--- config.mk ---
export PLATFORM = sky130hd
export DESIGN_NAME = spi_cfg_regfile_flat
export DESIGN_NICKNAME = d
export VERILOG_FILES = /design/src/rtl/spi_cfg_regfile_pkg.sv /design/src/rtl/spi_cfg_regfile_if.sv /design/src/rtl/spi_sync_edge.sv /design/src/rtl/spi_cfg_regfile.sv /design/src/flat_wrapper.sv
export SDC_FILE = /design/constraint.sdc
export NUM_CORES = 1
export LEC_CHECK = 0
export CAP_MARGIN = 30
export CORE_MARGIN = 3
export CORE_UTILIZATION = 50
export CTS_CLUSTER_DIAMETER = 200
export CTS_CLUSTER_SIZE = 10
export DETAILED_ROUTE_END_ITERATION = 8
export PLACE_DENSITY = 0.8
export SETUP_SLACK_MARGIN = 0.15
export SYNTH_ARGS = -nofsm -noshare
export SYNTH_HDL_FRONTEND = slang
export SYNTH_HIERARCHICAL = 1
export SYNTH_SLANG_ARGS = --single-unit
--- constraint.sdc ---
create_clock -name clk -period 4.6 [get_ports clk]
set_input_delay 0.92 -clock clk [delete_from_list [all_inputs] [get_ports clk]]
set_output_delay 0.92 -clock clk [all_outputs]
set_load 0.03 [all_outputs]
--- src/rtl/spi_cfg_regfile_pkg.sv ---
// rtl/spi_cfg_regfile_pkg.sv - shared constants, FSM states and register map for the SPI config register file
package spi_cfg_regfile_pkg;

    localparam int CMD_RW_BIT = 7;
    localparam int ADDR_W     = 7;

    typedef enum logic [1:0] {
        IDLE = 2'd0,
        CMD  = 2'd1,
        DATA = 2'd2
    } state_t;

    // Register map shared with the decimator, filter and i2s blocks
    localparam logic [ADDR_W-1:0] REG_DEC_RATIO  = 7'd0;
    localparam logic [ADDR_W-1:0] REG_FILT_GAIN  = 7'd1;
    localparam logic [ADDR_W-1:0] REG_FILT_SHIFT = 7'd2;
    localparam logic [ADDR_W-1:0] REG_I2S_CFG    = 7'd3;
    localparam logic [ADDR_W-1:0] REG_I2S_SLOT   = 7'd4;

    function automatic logic [ADDR_W-1:0] next_addr(input logic [ADDR_W-1:0] a);
        return a + 7'd1;
    endfunction

endpackage

--- src/rtl/spi_cfg_regfile_if.sv ---
// rtl/spi_cfg_regfile_if.sv - mode-0 SPI slave bus bundle
interface spi_cfg_regfile_if;

    logic spi_clk;
    logic spi_cs_n;
    logic spi_mosi;
    logic spi_miso;
    logic spi_miso_oe;

    modport master (
        output spi_clk,
        output spi_cs_n,
        output spi_mosi,
        input  spi_miso,
        input  spi_miso_oe
    );

    modport slave (
        input  spi_clk,
        input  spi_cs_n,
        input  spi_mosi,
        output spi_miso,
        output spi_miso_oe
    );

endinterface

--- src/rtl/spi_sync_edge.sv ---
// rtl/spi_sync_edge.sv - synchronisers for the SPI inputs plus edge detect on spi_clk
module spi_sync_edge #(
    parameter int STAGES = 2
) (
    input  logic clk,
    input  logic rst,
    input  logic sclk_async,
    input  logic cs_n_async,
    input  logic mosi_async,
    output logic sclk_rise,
    output logic sclk_fall,
    output logic cs_n_sync,
    output logic mosi_sync
);

    logic [STAGES-1:0] sclk_sr;
    logic [STAGES-1:0] cs_n_sr;
    logic [STAGES-1:0] mosi_sr;
    logic              sclk_prev;

    // Reset to bus idle levels so no edge is seen coming out of reset
    always_ff @(posedge clk) begin
        if (rst) begin
            sclk_sr   <= '0;
            cs_n_sr   <= '1;
            mosi_sr   <= '0;
            sclk_prev <= 1'b0;
        end else begin
            sclk_sr   <= {sclk_sr[STAGES-2:0], sclk_async};
            cs_n_sr   <= {cs_n_sr[STAGES-2:0], cs_n_async};
            mosi_sr   <= {mosi_sr[STAGES-2:0], mosi_async};
            sclk_prev <= sclk_sr[STAGES-1];
        end
    end

    assign sclk_rise = sclk_sr[STAGES-1] & ~sclk_prev;
    assign sclk_fall = ~sclk_sr[STAGES-1] & sclk_prev;
    assign cs_n_sync = cs_n_sr[STAGES-1];
    assign mosi_sync = mosi_sr[STAGES-1];

endmodule

--- src/rtl/spi_cfg_regfile.sv ---
// rtl/spi_cfg_regfile.sv - SPI slave configuration register file with read-back and burst auto-increment
module spi_cfg_regfile
    import spi_cfg_regfile_pkg::*;
#(
    parameter int                         DATA_W      = 8,
    parameter int                         NUM_REGS    = 16,
    parameter int                         SYNC_STAGES = 2,
    parameter logic [NUM_REGS*DATA_W-1:0] RST_VALS    = '0
) (
    input  logic                         clk,
    input  logic                         rst,
    spi_cfg_regfile_if.slave             spi,
    output logic [NUM_REGS*DATA_W-1:0]   regs,
    output logic                         wr_strobe,
    output logic [ADDR_W-1:0]            wr_addr,
    output logic                         addr_err
);

    localparam int         IDX_W      = (NUM_REGS > 1) ? $clog2(NUM_REGS) : 1;
    localparam logic [7:0] NUM_REGS_L = 8'(NUM_REGS);

    state_t                     state;
    state_t                     state_next;
    logic                       sclk_rise;
    logic                       sclk_fall;
    logic                       cs_n_s;
    logic                       mosi_s;
    logic [2:0]                 bit_cnt;
    logic [DATA_W-1:0]          shift_in;
    logic [DATA_W-1:0]          out_shift;
    logic [DATA_W-1:0]          rx_byte;
    logic [DATA_W-1:0]          rd_data;
    logic                       rw;
    logic                       load_pending;
    logic                       byte_done;
    logic                       in_range;
    logic [ADDR_W-1:0]          addr;
    logic [IDX_W-1:0]           idx;
    logic [NUM_REGS*DATA_W-1:0] regs_q;

    spi_sync_edge #(
        .STAGES (SYNC_STAGES)
    ) u_sync (
        .clk        (clk),
        .rst        (rst),
        .sclk_async (spi.spi_clk),
        .cs_n_async (spi.spi_cs_n),
        .mosi_async (spi.spi_mosi),
        .sclk_rise  (sclk_rise),
        .sclk_fall  (sclk_fall),
        .cs_n_sync  (cs_n_s),
        .mosi_sync  (mosi_s)
    );

    assign rx_byte   = {shift_in[DATA_W-2:0], mosi_s};
    assign byte_done = sclk_rise && (bit_cnt == 3'd7);
    assign in_range  = ({1'b0, addr} < NUM_REGS_L);
    assign idx       = addr[IDX_W-1:0];
    assign rd_data   = regs_q[int'(idx)*DATA_W +: DATA_W];

    always_ff @(posedge clk) begin
        if (rst) begin
            state <= IDLE;
        end else begin
            state <= state_next;
        end
    end

    always_comb begin
        state_next = state;
        case (state)
            IDLE: if (!cs_n_s) state_next = CMD;
            CMD: begin
                if (cs_n_s)         state_next = IDLE;
                else if (byte_done) state_next = DATA;
            end
            DATA: if (cs_n_s) state_next = IDLE;
            default: state_next = IDLE;
        endcase
    end

    // Deselect clears the frame before any bit handling, so an abort coincident
    // with the last bit of a byte never commits that byte.
    always_ff @(posedge clk) begin
        if (rst) begin
            regs_q       <= RST_VALS;
            bit_cnt      <= '0;
            shift_in     <= '0;
            out_shift    <= '0;
            rw           <= 1'b0;
            load_pending <= 1'b0;
            addr         <= '0;
            wr_strobe    <= 1'b0;
            wr_addr      <= '0;
            addr_err     <= 1'b0;
        end else begin
            wr_strobe <= 1'b0;
            addr_err  <= 1'b0;
            if (cs_n_s || state == IDLE) begin
                bit_cnt      <= '0;
                load_pending <= 1'b0;
                rw           <= 1'b0;
                out_shift    <= '0;
            end else begin
                if (sclk_rise) begin
                    shift_in <= rx_byte;
                    bit_cnt  <= bit_cnt + 3'd1;
                end
                if (byte_done) begin
                    if (state == CMD) begin
                        rw           <= rx_byte[CMD_RW_BIT];
                        addr         <= rx_byte[ADDR_W-1:0];
                        load_pending <= rx_byte[CMD_RW_BIT];
                    end else if (rw) begin
                        load_pending <= 1'b1;
                    end else begin
                        if (in_range) begin
                            regs_q[int'(idx)*DATA_W +: DATA_W] <= rx_byte;
                            wr_strobe <= 1'b1;
                            wr_addr   <= addr;
                        end else begin
                            addr_err <= 1'b1;
                        end
                        addr <= next_addr(addr);
                    end
                end
                // Reads fetch on the fall that follows a completed byte, so the
                // master sees the MSB before its next sampling rise.
                if (sclk_fall) begin
                    if (load_pending) begin
                        load_pending <= 1'b0;
                        out_shift    <= in_range ? rd_data : '0;
                        addr_err     <= !in_range;
                        addr         <= next_addr(addr);
                    end else begin
                        out_shift <= {out_shift[DATA_W-2:0], 1'b0};
                    end
                end
            end
        end
    end

    assign spi.spi_miso    = out_shift[DATA_W-1];
    assign spi.spi_miso_oe = !cs_n_s && rw;
    assign regs            = regs_q;

endmodule

--- src/flat_wrapper.sv ---
// flat-port wrapper written by rule: the top's interface ports become plain ports
module spi_cfg_regfile_flat import spi_cfg_regfile_pkg::*;
#(
    parameter int                         DATA_W      = 8,
    parameter int                         NUM_REGS    = 16,
    parameter int                         SYNC_STAGES = 2,
    parameter logic [NUM_REGS*DATA_W-1:0] RST_VALS    = '0
)
  (clk, rst, regs, wr_strobe, wr_addr, addr_err, spi_spi_clk, spi_spi_cs_n, spi_spi_mosi, spi_spi_miso, spi_spi_miso_oe);
  spi_cfg_regfile_if spi_i ();
  input  logic clk;
  input  logic rst;
  output logic [NUM_REGS*DATA_W-1:0] regs;
  output logic wr_strobe;
  output logic [ADDR_W-1:0] wr_addr;
  output logic addr_err;
  input wire logic [$bits(spi_i.spi_clk)-1:0] spi_spi_clk;
  input wire logic [$bits(spi_i.spi_cs_n)-1:0] spi_spi_cs_n;
  input wire logic [$bits(spi_i.spi_mosi)-1:0] spi_spi_mosi;
  output wire logic [$bits(spi_i.spi_miso)-1:0] spi_spi_miso;
  output wire logic [$bits(spi_i.spi_miso_oe)-1:0] spi_spi_miso_oe;
  assign spi_i.spi_clk = spi_spi_clk;
  assign spi_i.spi_cs_n = spi_spi_cs_n;
  assign spi_i.spi_mosi = spi_spi_mosi;
  assign spi_spi_miso = spi_i.spi_miso;
  assign spi_spi_miso_oe = spi_i.spi_miso_oe;
  spi_cfg_regfile #(.DATA_W(DATA_W), .NUM_REGS(NUM_REGS), .SYNC_STAGES(SYNC_STAGES), .RST_VALS(RST_VALS)) u_core (.clk(clk), .rst(rst), .spi(spi_i), .regs(regs), .wr_strobe(wr_strobe), .wr_addr(wr_addr), .addr_err(addr_err));
endmodule
Yosys cells after proc, flatten, opt, wreduce, memory -nomap -nowiden
Index checks and enable logic that the tools add are counted.
Word-level totals
  output and inout bits: 139
  register bits after elaboration: 173
  input port bits: 5
  logic and storage cells: 73
Operators by class
  $lt $le $gt $ge: 1
  bitwise operators: 8
  add/subtract/negate cells: 3
  shift-type cells: 3
  reductions and logical operators: 12
  equality and inequality tests: 6
  mux-type cells: 25
Operators by type and width (count)
  $bwmux W128: 1
  $shift A8 B33 Y128 const A: 1
  $shiftx A128 B8 Y8: 1
  $shiftx A8 B33 Y128: 1
  $mux W7: 5
  $neg A7 Y33: 1
  $mux W8: 2
  $mux W1: 12
  $mux W2: 4
  $add A7 B1 Y7 const B: 1
  $lt A7 B5 Y1 const B: 1
  $not A1 Y1: 6
  $pmux W2 S3: 1
  $reduce_and A5 Y1: 1
  $reduce_or A5 Y1: 1
  $ne A2 B2 Y1 const B: 2
  $reduce_and A2 Y1: 2
  $add A3 B1 Y3 const B: 1
  $eq A3 B3 Y1 const B: 1
  $ne A3 B2 Y1 const B: 1
  $reduce_and A3 Y1: 1
  $and A1 B1 Y1: 2
  $eq A2 B1 Y1 const B: 1
  $eq A2 B2 Y1 const B: 1
  5 further kinds: 7

Depth between registers and ports, before layout
  word-level depth: 7
  mapped depth: 12
  mapped depth without buffers: 7

Modules after synthesis
Netlist, hierarchy kept.
By module, submodules not included
  spi_cfg_regfile: seq. area each 3323.2 µm², cells each 842, area each 7558.5 µm², instances 1
  spi_sync_edge: seq. area each 140.1 µm², cells each 16, area each 196.4 µm², instances 1

Worst setup path after synthesis
OpenSTA, ideal clock, no wires.
  kind: register -> register
  start: register u_core.addr[0]
  end: register u_core.regs_q[37], in the netlist u_core/regs[37]
  arrival time: 2.882 ns
  clock period less this slack: 2.952 ns
  slack: 1.648 ns
  cell stages (with the launch flop): 11
  required time: 4.529 ns
  path through: dfxtp_1 -> buf_2 -> buf_1 -> clkbuf_1 -> nor3_1 -> ha_1 -> inv_1 -> or2_2 -> nor4_1 -> nand3_1 -> a21oi_1
Between the ends
  cells in the longest elaborated chain, start to end: 3
  elaborated cells between the ends (all ways): 6
Ends and longest elaborated chain
  start, declared: line spi_cfg_regfile.sv:37  | logic [ADDR_W-1:0] addr;
  start signal, assigned: line spi_cfg_regfile.sv:112  | addr <= rx_byte[ADDR_W-1:0];
  start signal, assigned: line spi_cfg_regfile.sv:124  | addr <= next_addr(addr);
  start signal, assigned: line spi_cfg_regfile.sv:134  | addr <= next_addr(addr);
  $neg A7 Y33: line spi_cfg_regfile.sv:118  | regs_q[int'(idx)*DATA_W +: DATA_W] <= rx_byte;
  $shiftx A8 B33 Y128 / $shift A8 B33 Y128 (equally long branches): line spi_cfg_regfile.sv:118
  $bwmux W128: line spi_cfg_regfile.sv:118
  end signal, assigned by index: line spi_cfg_regfile.sv:118
  end, declared: line spi_cfg_regfile.sv:39  | logic [NUM_REGS*DATA_W-1:0] regs_q;
Parallel ways exist; a longest one is shown, timed or not.
A chain may end at the register's enable or synchronous reset.

Final worst setup path
  start: register u_core.addr[1]
  end: register u_core.regs_q[40], in the netlist u_core/regs[40]
Same word-level chain as after synthesis.

==> impl_metrics.csv <==
group,metric,value,unit
grt,track_usage,29.82,%
yosys,yosysWarningCount,6,
worst_setup_path,reg2reg_from,"u_core/addr[1]",
clock_network,post_cts_buffers,0,
grt,use_met2,45.72,%
yosys,synthArstFlopShare,0,%
worst_setup_path,crit_required,4.97,ns
yosys,synth_area_leader_cell,"dfxtp_1",
timing,slew-limit-headroom,35.99,%
run,drv_cap,0,
timing,maxSlewViolCount,0,
clock_network,clk_path_buf_depth,2,
floorplanning,num_rows,44,
worst_setup_path,r2r-end,"u_core/regs[40]",
timing,skew,0.009531,ns
worst_setup_path,start_kind,"register",
floorplanning,coreArea,14860,sq um
floorplanning,die_h,130.5,um
power_and_ir_drop,power_density,308.8,nW/um^2
worst_setup_path,critical_path.slowest_cell,"ha_1",
grt,grt_max_degree,87,
route,via_per_inst,6.172,
clock_network,cts_root_buffer,"clkbuf_16",
clock_network,clk_latency,0.43,ns
grt,antenna_found_initial,0,
route,dr.pass1.iters,5,
yosys,synth_nets,871,
yosys,post-synth-top-count-cell,"nand2_1",
grt,gr-total-overflow,0,
worst_setup_path,ff2ff_setup_slack,1.56,ns
clock_network,cts_htree_levels,4,
clock_network,cts_tree,"done",
power_and_ir_drop,leakage,3.718,nW
floorplanning,io_pins,144,
outcome,status,"completed",
route,vias,7240,
yosys,ys_seq_elements,173,
cells_and_area,area_growth,27.62,%
worst_setup_path,worstPathCellList,"inv_1, ha_1, nand2_1, nor2_1, nand3_1, nor2_1, a22o_1",
worst_hold_path,min_delay_worst_endpoint,"u_core/u_sync/cs_n_sr[1]",
worst_hold_path,hp-class,"reg -> reg",
yosys,synth_area_leaders,"dfxtp_1, nand2_1, mux2i_1, mux4_2, a21oi_1",
cells_and_area,layout.nets,989,
yosys,syn_area_per_cell,9.038,sq um
yosys,synth_flop_cell,"dfxtp_1",
worst_setup_path,worstPathMaxFanout,16,
yosys,ys_types,52,
yosys,synth_area,7755,sq um
timing,finalHoldViolCount,0,
worst_setup_path,crit_path_end_kind,"register",
cells_and_area,fillerInstances,1156,
yosys,synth_edf_count,0,
worst_hold_path,hold_depth,1,
worst_hold_path,min_from,"u_core/u_sync/cs_n_sr[0]",
floorplanning,start_util,52.17,%
yosys,yosysSeqAreaShare,44.66,%
grt,grt_pass1_vias,6920,
route,drtIter0Drc,893,
clock_network,hold_buffers,0,
floorplanning,dieArea,17040,sq um
yosys,post-synth-top-area-fraction,44.66,%
timing,fmax,328.9,MHz
grt,grt-busiest-layer,"met2",
clock_network,clk_pin_slew_worst_paths,0.07,ns
floorplanning,die_w,130.5,um
timing,rsz0062_at_grt,"no",
worst_setup_path,worstSetupPathType,"reg -> reg",
power_and_ir_drop,vdd_ir_drop_max,0.0002533,V
worst_setup_path,crit_top_cell,"nor2_1",
timing,tightest_slew,0.9602,ns
timing,setup_viol,0,
cells_and_area,drive_above_1_share,8.696,%
route,routed_wl,25350,um
cells_and_area,antenna_cells,0,
cells_and_area,final_area,9897,sq um
worst_setup_path,max_stage_delay,0.62,ns
timing,post-route-period-util,66.10,%
worst_setup_path,reg2regPathDepth,7,
placed_design,placed_cell_area,9279,sq um
worst_setup_path,cp_data_arrival_time,3.41,ns
grt,grt_pass1_wl,38810,um
clock_network,cts_sinks,173,
timing,finalSetupTns,0,ns
placed_design,globalplace.congestion,0.9200,
placed_design,numPortBuffers,143,
yosys,syn_inst,858,
route,drc,0,
clock_network,cts_resized,0,
grt,met1_usage,40.08,%
yosys,ys_top_cells_by_count,"nand2_1, dfxtp_1, mux2i_1",
timing,finalCriticalPeriod,3.040,ns
route,ant_nets,0,
clock_network,numCtsBuffers,17,
route,wl_per_cell,21.61,um
grt,grt.met3_usage,6.463,%
placed_design,dp_hpwl,17050,um
## final cells by class
class                   instances  area (sq um)  share of cell area (%)
clock buffers                  17         425.4                   4.298
clock inverters                15         192.7                   1.947
inverters                       7         26.28                  0.2655
multi-input cells             621          4035                   40.77
flip-flops and latches        173          3466                   35.02
well taps                     184         230.2                   2.326
repair buffers                156          1521                   15.37
## per-stage QoR
step / hold slack [ns] / setup slack, ns / util, % / power (mW) / std cells
6_report: 0.4351 / 1.560 / 66.58 / 3.056 / 1173
5_1_grt: 0.4591 / 1.276 / 66.58 / 3.127 / 1173
4_1_cts: 0.4400 / 1.641 / 66.58 / 3.061 / 1173
3_5_place_dp: 0.4101 / 1.655 / 62.42 / 1.575 / 1141
3_3_place_gp: 0.3927 / 1.694 / 62.39 / 1.575 / 1140
2_1_floorplan: 0.3832 / 1.648 / - / 1.562 / 858
## worst max-delay path by stage
stage / slack (ns) / cells past startpoint / startpoint / endpoint
finish: 1.56 / 7 / u_core/addr[1] / u_core/regs[40]
global route: 1.28 / 7 / u_core/addr[1] / u_core/regs[40]
CTS: 1.64 / 7 / u_core/bit_cnt[0] / u_core/regs[38]
detailed placement: 1.66 / 7 / u_core/bit_cnt[0] / u_core/regs[36]
global placement: 1.69 / 6 / rst / u_core/out_shift[7]
floorplan: 1.65 / 10 / u_core/addr[0] / u_core/regs[37]
## kinds of logic after synthesis
kind of cell             count (synthesis)  synth area share, %
AND/OR/NAND/NOR                        384                21.96
flip-flops                             173                44.66
AO/OA/AOI/OAI                          115                8.939
multiplexers                           112                19.62
buffers and inverters                   64                3.307
adder cells (fa/ha/maj)                  8                1.291
XOR/XNOR                                 2               0.2259
## layer usage
layer | up-vias | share of wire (%)
li1 | 3248 | -
met1 | 3429 | 39
met5 | - | 0
met4 | 0 | 4.9
met2 | 478 | 46
met3 | 85 | 11
## where the power goes
group | internal [mW] | leakage [nW] | switching (mW)
Clock | 0.832 | 0.295 | 0.682
Sequential | 1.50 | 1.40 | 0.00366
Combinational | 0.00803 | 2.03 | 0.0309
Total | 2.34 | 3.72 | 0.717
## worst max-delay path, delay by kind of cell (launching register included)
family	cells	cell delay [ns]
fa+ha+maj	1	0.62
simple gates	4	1.36
flops	1	0.59
buf+inv	1	0.17
compound gates	1	0.24
## sequential cells by signal, summed over array words and instances (netlist names)
| signal | count |
|---|---|
| u_core/regs | 128 |
| u_core/out_shift | 8 |
| u_core/addr | 7 |
| u_core/shift_in | 7 |
| u_core/wr_addr | 7 |
| u_core/bit_cnt | 3 |
| u_core/state | 2 |
| u_core/u_sync/cs_n_sr | 2 |
| u_core/u_sync/mosi_sr | 2 |
| u_core/u_sync/sclk_sr | 2 |
| u_core/addr_err | 1 |
| u_core/load_pending | 1 |
| u_core/rw | 1 |
| u_core/u_sync/sclk_prev | 1 |
| u_core/wr_strobe | 1 |
## cell usage in the layout, fill, tap and decap left out, types with 8 or more instances in the layout
cell type / instances
nand3_1: 46
a22o_1: 8
mux2i_1: 80
buf_4: 12
nor2_1: 47
clkdlybuf4s50_1: 142
nand4_1: 8
ha_1: 8
nand3b_1: 9
nand2_1: 224
a21oi_1: 50
mux4_2: 32
nor2b_1: 9
nor3_1: 12
clkbuf_16: 17
o21ai_0: 30
dfxtp_1: 171
o211ai_1: 8
Power figures use the tool's default switching activity.
